<file path="src/rtl/ps2_pkg.sv">
`timescale 1ns/1ps
`default_nettype none
// ============================================================================
// Module      : ps2_pkg
// Description : Shared PS/2 types, command bytes and odd-parity helper.
// Revision    : 1.0 - initial release
// ============================================================================
package ps2_pkg;

    typedef enum logic [2:0] {
        ST_IDLE      = 3'd0,
        ST_INHIBIT   = 3'd1,
        ST_REQUEST   = 3'd2,
        ST_SHIFT     = 3'd3,
        ST_ACK       = 3'd4,
        ST_WAIT_IDLE = 3'd5
    } ps2_tx_state_e;

    localparam logic [7:0] PS2_CMD_SET_LEDS = 8'hED;
    localparam logic [7:0] PS2_CMD_ENABLE   = 8'hF4;
    localparam logic [7:0] PS2_CMD_RESET    = 8'hFF;

    // Parity bit that makes the total count of ones (data + parity) odd.
    function automatic logic odd_parity(input logic [7:0] d);
        return ~^d;
    endfunction

endpackage
`default_nettype wire

</file>
<file path="src/rtl/ps2_tx_if.sv">
`timescale 1ns/1ps
`default_nettype none
// ============================================================================
// Module      : ps2_tx_if
// Description : Host-side load/status handshake of the PS/2 transmitter.
// Revision    : 1.0 - initial release
// ============================================================================
interface ps2_tx_if;
    logic [7:0] data;
    logic       dataLoad;
    logic       ready;
    logic       done;
    logic       error;
    logic       rxInhibit;

    modport master (
        output data,
        output dataLoad,
        input  ready,
        input  done,
        input  error,
        input  rxInhibit
    );

    modport slave (
        input  data,
        input  dataLoad,
        output ready,
        output done,
        output error,
        output rxInhibit
    );
endinterface
`default_nettype wire

</file>
<file path="src/rtl/ps2_line_sync.sv">
`timescale 1ns/1ps
`default_nettype none
// ============================================================================
// Module      : ps2_line_sync
// Description : 2-flop synchronizer plus falling-edge detect for one PS/2 line.
// Revision    : 1.0 - initial release
// ============================================================================
module ps2_line_sync (
    input  wire logic clk,
    input  wire logic reset,
    input  wire logic line_i,
    output logic      sync_o,
    output logic      fall_o
);

    logic [1:0] sync_q;
    logic       prev_q;

    // Reset to the idle-high level so no false edge appears after reset.
    always_ff @(posedge clk) begin
        if (reset) begin
            sync_q <= 2'b11;
            prev_q <= 1'b1;
        end else begin
            sync_q <= {sync_q[0], line_i};
            prev_q <= sync_q[1];
        end
    end

    assign sync_o = sync_q[1];
    assign fall_o = ~sync_q[1] & prev_q;

endmodule
`default_nettype wire

</file>
<file path="src/rtl/ps2_tx.sv">
`timescale 1ns/1ps
`default_nettype none
// ============================================================================
// Module      : ps2_tx
// Description : PS/2 host-to-device command transmitter (active-low pull outputs).
//               Define PS2_TX_ACK_CHECK_EN to flag a missing device ack as error.
// Revision    : 1.0 - initial release
// ============================================================================
module ps2_tx
    import ps2_pkg::*;
#(
    parameter int counterBits = 16,
    parameter int inhibitClk  = 480,
    parameter int requestClk  = 8,
    parameter int waitTimeout = 60000
) (
    input  wire logic  clk,
    input  wire logic  reset,
    input  wire logic  ps2ClkIn,
    input  wire logic  ps2DataIn,
    output logic       ps2ClkOutLow,
    output logic       ps2DataOutLow,
    ps2_tx_if.slave    host
);

    localparam logic [counterBits-1:0] c_INHIBIT_LAST = counterBits'(inhibitClk - 1);
    localparam logic [counterBits-1:0] c_REQUEST_LAST = counterBits'(requestClk - 1);
    localparam logic [counterBits-1:0] c_TIMEOUT_LAST = counterBits'(waitTimeout - 1);
    localparam logic [3:0]             c_ACK_BIT      = 4'd10;

    logic w_clk_sync;
    logic w_clk_fall;
    logic w_data_sync;
    logic w_unused_data_fall;

    ps2_line_sync u_clk_sync (
        .clk    (clk),
        .reset  (reset),
        .line_i (ps2ClkIn),
        .sync_o (w_clk_sync),
        .fall_o (w_clk_fall)
    );

    ps2_line_sync u_data_sync (
        .clk    (clk),
        .reset  (reset),
        .line_i (ps2DataIn),
        .sync_o (w_data_sync),
        .fall_o (w_unused_data_fall)
    );

    ps2_tx_state_e          state_q, state_d;
    logic [counterBits-1:0] cnt_q, cnt_d;
    logic [3:0]             bit_cnt_q, bit_cnt_d;
    logic [7:0]             shift_q, shift_d;
    logic                   data_low_q, data_low_d;
    logic                   done_q, done_d;
    logic                   error_q, error_d;

    always_ff @(posedge clk) begin
        if (reset) begin
            state_q    <= ST_IDLE;
            cnt_q      <= '0;
            bit_cnt_q  <= '0;
            shift_q    <= '0;
            data_low_q <= 1'b0;
            done_q     <= 1'b0;
            error_q    <= 1'b0;
        end else begin
            state_q    <= state_d;
            cnt_q      <= cnt_d;
            bit_cnt_q  <= bit_cnt_d;
            shift_q    <= shift_d;
            data_low_q <= data_low_d;
            done_q     <= done_d;
            error_q    <= error_d;
        end
    end

    always_comb begin
        state_d       = state_q;
        cnt_d         = cnt_q;
        bit_cnt_d     = bit_cnt_q;
        shift_d       = shift_q;
        data_low_d    = data_low_q;
        done_d        = 1'b0;
        error_d       = error_q;
        ps2ClkOutLow  = 1'b0;
        ps2DataOutLow = 1'b0;

        case (state_q)
            ST_IDLE: begin
                if (host.dataLoad) begin
                    shift_d = host.data;
                    error_d = 1'b0;
                    cnt_d   = '0;
                    state_d = ST_INHIBIT;
                end
            end

            ST_INHIBIT: begin
                ps2ClkOutLow = 1'b1;
                if (cnt_q == c_INHIBIT_LAST) begin
                    cnt_d   = '0;
                    state_d = ST_REQUEST;
                end else begin
                    cnt_d = cnt_q + 1'b1;
                end
            end

            ST_REQUEST: begin
                ps2ClkOutLow  = 1'b1;
                ps2DataOutLow = 1'b1;
                if (cnt_q == c_REQUEST_LAST) begin
                    cnt_d      = '0;
                    bit_cnt_d  = '0;
                    data_low_d = 1'b1;
                    state_d    = ST_SHIFT;
                end else begin
                    cnt_d = cnt_q + 1'b1;
                end
            end

            // Device owns the clock; each falling edge advances one frame bit.
            ST_SHIFT: begin
                ps2DataOutLow = data_low_q;
                if (w_clk_fall) begin
                    cnt_d = '0;
                    if (bit_cnt_q == c_ACK_BIT) begin
                        data_low_d = 1'b0;
                        state_d    = ST_ACK;
                    end else begin
                        bit_cnt_d = bit_cnt_q + 4'd1;
                        if (bit_cnt_q < 4'd8) begin
                            data_low_d = ~shift_q[bit_cnt_q[2:0]];
                        end else if (bit_cnt_q == 4'd8) begin
                            data_low_d = ~odd_parity(shift_q);
                        end else begin
                            data_low_d = 1'b0;
                        end
                    end
                end else if (cnt_q == c_TIMEOUT_LAST) begin
                    data_low_d = 1'b0;
                    error_d    = 1'b1;
                    state_d    = ST_IDLE;
                end else begin
                    cnt_d = cnt_q + 1'b1;
                end
            end

            ST_ACK: begin
                cnt_d   = '0;
`ifdef PS2_TX_ACK_CHECK_EN
                if (w_data_sync) begin
                    error_d = 1'b1;
                end
`endif
                state_d = ST_WAIT_IDLE;
            end

            ST_WAIT_IDLE: begin
                if (w_clk_sync && w_data_sync) begin
                    done_d  = ~error_q;
                    state_d = ST_IDLE;
                end else if (w_clk_fall) begin
                    cnt_d = '0;
                end else if (cnt_q == c_TIMEOUT_LAST) begin
                    error_d = 1'b1;
                    state_d = ST_IDLE;
                end else begin
                    cnt_d = cnt_q + 1'b1;
                end
            end

            default: begin
                state_d = ST_IDLE;
            end
        endcase
    end

    assign host.ready     = (state_q == ST_IDLE);
    assign host.rxInhibit = (state_q != ST_IDLE);
    assign host.done      = done_q;
    assign host.error     = error_q;

endmodule
`default_nettype wire

</file>
<file path="src/flat_wrapper.sv">
// flat-port wrapper written by rule: the top's interface ports become plain ports
module ps2_tx_flat import ps2_pkg::*;
#(
    parameter int counterBits = 16,
    parameter int inhibitClk  = 480,
    parameter int requestClk  = 8,
    parameter int waitTimeout = 60000
)
  (clk, reset, ps2ClkIn, ps2DataIn, ps2ClkOutLow, ps2DataOutLow, host_data, host_dataLoad, host_ready, host_done, host_error, host_rxInhibit);
  ps2_tx_if host_i ();
  input  wire logic clk;
  input  wire logic reset;
  input  wire logic ps2ClkIn;
  input  wire logic ps2DataIn;
  output logic ps2ClkOutLow;
  output logic ps2DataOutLow;
  input wire logic [$bits(host_i.data)-1:0] host_data;
  input wire logic [$bits(host_i.dataLoad)-1:0] host_dataLoad;
  output wire logic [$bits(host_i.ready)-1:0] host_ready;
  output wire logic [$bits(host_i.done)-1:0] host_done;
  output wire logic [$bits(host_i.error)-1:0] host_error;
  output wire logic [$bits(host_i.rxInhibit)-1:0] host_rxInhibit;
  assign host_i.data = host_data;
  assign host_i.dataLoad = host_dataLoad;
  assign host_ready = host_i.ready;
  assign host_done = host_i.done;
  assign host_error = host_i.error;
  assign host_rxInhibit = host_i.rxInhibit;
  ps2_tx #(.counterBits(counterBits), .inhibitClk(inhibitClk), .requestClk(requestClk), .waitTimeout(waitTimeout)) u_core (.clk(clk), .reset(reset), .ps2ClkIn(ps2ClkIn), .ps2DataIn(ps2DataIn), .ps2ClkOutLow(ps2ClkOutLow), .ps2DataOutLow(ps2DataOutLow), .host(host_i));
endmodule
</file>
<file path="config.mk">
export PLATFORM = sky130hd
export DESIGN_NAME = ps2_tx_flat
export DESIGN_NICKNAME = d
export VERILOG_FILES = /design/src/rtl/ps2_pkg.sv /design/src/rtl/ps2_tx_if.sv /design/src/rtl/ps2_line_sync.sv /design/src/rtl/ps2_tx.sv /design/src/flat_wrapper.sv
export SDC_FILE = /design/constraint.sdc
export NUM_CORES = 1
export LEC_CHECK = 0
export CAP_MARGIN = 5
export CORE_MARGIN = 10
export CORE_UTILIZATION = 55
export CTS_BUF_LIST = sky130_fd_sc_hd__clkbuf_2
export CTS_CLUSTER_SIZE = 12
export DETAILED_ROUTE_END_ITERATION = 7
export PLACE_DENSITY = 0.77
export SYNTH_ARGS = -nofsm -noshare
export SYNTH_HDL_FRONTEND = slang
export SYNTH_SLANG_ARGS = --single-unit
</file>
<file path="constraint.sdc">
create_clock -name clk -period 3.91 [get_ports clk]
set_clock_uncertainty 0.05 [all_clocks]
set_input_delay 0.9775 -clock clk [delete_from_list [all_inputs] [get_ports clk]]
set_output_delay 0.9775 -clock clk [all_outputs]
set_load 0.01 [all_outputs]
</file>
[Word level (Yosys, flattened, before mapping)]
Cells that the tools add are included.
Word-level totals
  flip-flop bits (word level): 39
  input bits: 13
  output and inout port bits: 6
  logic and storage cells: 91
Cells by class
  add/subtract/negate cells: 2
  $lt $le $gt $ge: 2
  equality and inequality tests: 19
  mux-type cells: 36
  bitwise operators: 7
  reduce and logical (&&, ||, !) cells: 15
Operators with widths (count)
  two-way mux 16 bit: 6
  one-hot mux 16 bit (6 select lines): 1
  two-way mux 3 bit: 8
  one-hot mux 3 bit (6 select lines): 1
  adder 16 x 1 -> 16 bit (second input constant): 1
  equality test 16 bit (second input constant): 1
  equality test 16 x 3 -> 1 bit (second input constant): 1
  equality test 16 x 9 -> 1 bit (second input constant): 1
  two-way mux 1 bit: 12
  two-way mux 4 bit: 3
  != test 3 x 2 -> 1 bit (second input constant): 3
  AND reduction 3 bit: 3
  equality test 4 bit (second input constant): 2
  != test 2 bit (second input constant): 4
  one-hot mux 4 bit (2 select lines): 1
  XNOR reduction 8 bit: 1
  equality test 3 x 2 -> 1 bit (second input constant): 2
  equality test 3 bit (second input constant): 2
  NOT 1 bit: 6
  nonzero test 3 bit: 2
  nonzero test 6 bit: 1
  AND reduction 5 bit: 1
  adder 4 x 1 -> 4 bit (second input constant): 1
  < comparator 3 x 4 -> 1 bit (second input constant): 1
  14 further kinds: 16

[Depth between registers and ports, before layout]
  word-level depth: 7
  mapped depth: 8
  mapped depth without buffers: 8

[Cells and area by module]
A second synthesis with hierarchy kept.
Unflattened totals
  cell total of the unflattened synthesis: 259
  area, all modules: 2235.9 µm²
By module, submodules not included
  ps2_tx: times used 1, cells each 245, area each 2065.7 µm²
  ps2_line_sync: times used 2, cells each 7, area each 85.1 µm²

[Least setup slack after synthesis]
No wires, ideal clock.
  kind: register -> output
  from: register u_core.state_q[0]
  to: output ps2ClkOutLow
  arrival time: 1.174 ns
  required time: 2.883 ns
  path slack: 1.708 ns
  cell stages (with the launch flop): 5
  buffers on the path: 2
  cells stage by stage: dfxtp_1 > clkbuf_1 > clkbuf_1 > xnor2_1 > nor2_1
On the way
  cells in the longest elaborated chain, start to end: 3
  elaborated cells between the ends (all ways): 4
  those cells by class: eq/ne: 2; mux: 1; reduce/logical: 1
Ends and longest elaborated chain
  from (decl): line ps2_tx.sv:52  | ps2_tx_state_e state_q, state_d;
  from (signal assigned): line ps2_tx.sv:70  | state_q <= state_d;
  equality test 3 x 1 -> 1 bit or equality test 3 x 2 -> 1 bit (tied branches): line ps2_tx.sv:91  | case (state_q)
  OR reduction 2 bit (no source line) (*)
  two-way mux 1 bit (*): line ps2_tx.sv:91
  to (decl): line flat_wrapper.sv:15  | output logic ps2ClkOutLow;
Every way passes the cells marked *; elsewhere a longest branch is shown, timed or not.

[Worst setup path after layout]
  from: register u_core.state_q[0]
  to: output host_ready
On the way
  cells in the longest elaborated chain, start to end: 1
Ends and longest elaborated chain
  logical NOT 3 bit: line ps2_tx.sv:181  | assign host.ready = (state_q == ST_IDLE);
  to (decl): line flat_wrapper.sv:19  | output wire logic [$bits(host_i.ready)-1:0] host_ready;
No other way between the ends.

==> results by stage <==
Status:
- The run finished with clean final reports.

STA:
- Timing would allow up to 321.3 MHz.
- The final count of negative-setup-slack endpoints is 0.
- Headroom to the max-slew limit came out at 54.47%.
- Setup repair after global routing left no endpoint under its margin.
- Hold timing on the final database bottoms out at a slack of 0.3887 ns.
- The number of hold violations in the final report is 0.
- For the final routed database, the setup TNS stands at 0 ns.
- Once routing completed, OpenROAD measured the worst setup slack at 0.7977 ns.
- The actual transition at the worst max-transition pin is 0.6815 ns.
- The time the final worst path needs with I/O delays and setup is 3.112 ns.
- Dividing the final minimum period by the clock period gives 79.60%.
- The max-slew violation count came to 0.

Power:
- The total power per unit cell area is 459.6 mW/mm^2.
- The design draws 1.066 mW.
- The leakage power figure is 0.8360 nW.
- The maximum ir drop on the vdd rail is 0.2481 mV.

Final layout:
- The net count of the finished layout is 283.
- The final cell count without fillers is 315.
- 0 antenna diodes ended up in the layout.
- Of the cells placed in the final design, the portion with a size suffix greater than 1 is 8.240%.
- Counting the fill cells in the layout gives 331.
- From synthesis to final layout, the design area changed by 12.03%.

Worst setup path:
- The required time at the worst-slack endpoint is 2.88 ns.
- On the worst path, the slowest cell contributes a delay of 0.56 ns.
- In this run the worst path has a maximum fanout of 24.
- For the worst flop-to-flop path, the logic depth is 7.
- Walking the worst path, the cells encountered are buf_4, or3_1, inv_1, clkdlybuf4s50_1.
- Among all stages on the critical path, the largest delay is contributed by clkdlybuf4s50_1.
- The type of the worst setup path is reg2out.
- The arrival time of data at the critical path endpoint is 2.08 ns.
- STA classifies the critical path startpoint as a register.
- STA classifies the critical path endpoint as an output port.

Die:
- The region available for standard cell placement spans 0.003661 mm^2.
- The horizontal die dimension is 81.34 um.
- In this run the count of I/O pins placed on the die edge is 19.
- Once the floorplan was initialized, standard cells occupied 56.53% of the core.
- The number of rows in the core area is 22.
- Measured along the y axis, the die boundary spans 81.34 um.
- The die covers 0.006616 mm^2.

Detailed routing:
- Dividing the detail-routed wire length by the instance count gives 13.46 um.
- Summed over all layers, the routed wires come to 4.239 mm.
- Summing over every cut layer, the via total after detailed routing is 1727.
- The count of nets left with antenna violations once routing finished came out at 0.
- The pre-antenna-repair detailed-routing pass consisted of 4 iterations.
- For this run, design rule violations remaining after detail routing come to 0.
- The number of DRC violations after detailed-routing iteration 0 is 177.
- The detailed-route vias per instance is 5.483.

Place:
- The post-detailed-placement half-perimeter wirelength is 3.160 mm.
- After detailed placement, the design holds a cell count of 307.
- Input and output buffers added on the ports amount to 18.
- The worst setup slack before clock tree synthesis is 0.9944 ns.
- Routability-driven placement finished with a final weighted congestion of 0.8724.

Synth:
- The commonest cells after synthesis are dfxtp_1, nand2_1, nor2_1.
- Synthesis produced a netlist whose cell count is 250.
- For this run, the number of Yosys warnings is 0.
- The most area-hungry cell type in the Yosys netlist is dfxtp_1.
- The mapped cell area is 0.002069 mm^2.
- When the netlist entered floorplanning its net count stood at 267.
- The most numerous cell in the Yosys netlist is dfxtp_1.
- The share of the synthesized area in the top cell type is 37.73%.
- The share of the Yosys chip area taken by registers is 37.73%.
- Yosys attributes the largest share of cell area to dfxtp_1, xnor2_1, nand2_1.
- In this run the mean area of a mapped cell was 8.278 um^2.
- The most used flip-flop cell after synthesis is dfxtp_1.
- The synthesized design contains 39 register bits.
- Synthesis instantiated 48 different standard cells from the library.
- The number of flops mapped to enable cells by yosys is 0.
- For this run, asynchronously set or reset flops after synthesis account for 0%.

CTS:
- The number of hold-repair buffers added at the cts stage is 0.
- The maximum clock insertion buffer count is 2.
- The TritonCTS sink count is 39.
- The depth of the CTS H-tree is 2.
- Clock latency on the worst-skew pair, taken at its later pin, is 0.40 ns.
- The number of gates resized after cts is 0.
- TritonCTS created 5 clock buffers.
- The CTS clock-pin slew for the worst setup and hold paths is 0.20 ns.
- The CTS tree is built.
- The post-CTS setup repair buffer count is 0.
- The buffer cell driving the clock tree root is clkbuf_2.

Min path:
- The worst hold path cell count is 1.
- The type of the most critical hold path is reg2reg.

Global route:
- The initial antenna violation count was 0.
- The wire length of the first global-routing pass is 7.396 mm.
- The number of global-route vias before repair came to 1536.
- The total global routing track utilization is 13.75%.
- The total overflow left after global routing is 0.
- Entering global routing, the biggest net connects 25 pins.

Flow run:
- Max-cap violations in this run came to 0.
-- worst paths after layout --
| check | from | endpoint | slack [ns] |
|---|---|---|---|
| setup reg to reg | u_core.cnt_q[0] | u_core.cnt_q[12] | 1.34 |
| setup / recovery | u_core.state_q[0] | host_ready | 0.80 |
| hold reg to reg | u_core.u_data_sync.sync_q[0] | u_core.u_data_sync.sync_q[1] | 0.39 |
| hold / removal | u_core.u_data_sync.sync_q[0] | u_core.u_data_sync.sync_q[1] | 0.39 |
-- critical path, delay by kind of cell, from the launching register on --
kind                   cells  cell delay (ns)
buffers and inverters      3             0.90
flip-flops                 1             0.34
AND/OR/NAND/NOR            1             0.46
-- state kept, by name, indices dropped and copies added (netlist names) --
name and count:
u_core.state_q 3, u_core.host.error 1, u_core.u_clk_sync.prev_q 1, u_core.u_data_sync.sync_q 2, u_core.data_low_q 1, u_core.shift_q 8
u_core.bit_cnt_q 4, u_core.host.done 1, u_core.u_clk_sync.sync_q 2, u_core.cnt_q 16
-- stage by stage --
stage,instance area [um^2],util [%]
detailed placement,2273,62.10
CTS,2318,63.33
floorplan,2069,-
finish,2318,63.33
global placement,2273,62.10
global route,2318,63.33
-- cells by family after synthesis --
| logic type | count (synthesis) | synth area share [%] |
|---|---|---|
| xor gates and xnor gates | 24 | 10.16 |
| muxes | 2 | 2.176 |
| DFF | 39 | 37.73 |
| AOI/OAI and AO/OA | 40 | 12.88 |
| buffers and inverters | 18 | 3.749 |
| adders and majority gates | 4 | 2.418 |
| and+or+nand+nor | 123 | 30.90 |
-- per-layer routing --
layer / share of wire (%) / routed length (um) / GRT usage (%) / vias to the layer above
met3: 6.2 / 264 / 4.305 / 5
met2: 42 / 1768 / 18.56 / 38
li1: - / - / - / 901
met5: 0 / 0 / 0 / -
met1: 51 / 2161 / 20.23 / 783
met4: 1.0 / 44 / 3.633 / 0
-- cell usage in the layout, fill, tap and decap left out, drive strengths merged, types with 4 or more instances in the layout --
master	instances
ha	4
o21ai	6
nand2	32
clkbuf	5
and3	6
xnor2	16
and4	5
xor2	8
and2	4
or2	5
nand4	7
a21oi	15
dfxtp	39
or3	4
inv	7
nor2	28
nand3	12
clkdlybuf4s50	18
-- power by group --
group / switching (mW) / internal (mW) / total (mW)
Sequential: 0.0358 / 0.430 / 0.466
Combinational: 0.234 / 0.185 / 0.418
Clock: 0.139 / 0.0423 / 0.182
-- cell type report --
class                           instances  area, um^2  share of cell area, %
Multi-Input combinational cell        193        1211                  52.24
Sequential cell                        39       780.7                  33.68
Tap cell                               48       60.06                  2.590
Inverter                                7       26.28                  1.133
Clock buffer                            5       25.02                  1.079
Clock inverter                          3       20.02                 0.8635
Timing Repair Buffer                   20       195.2                  8.419
Note: power is estimated with default switching activity, not from simulation.
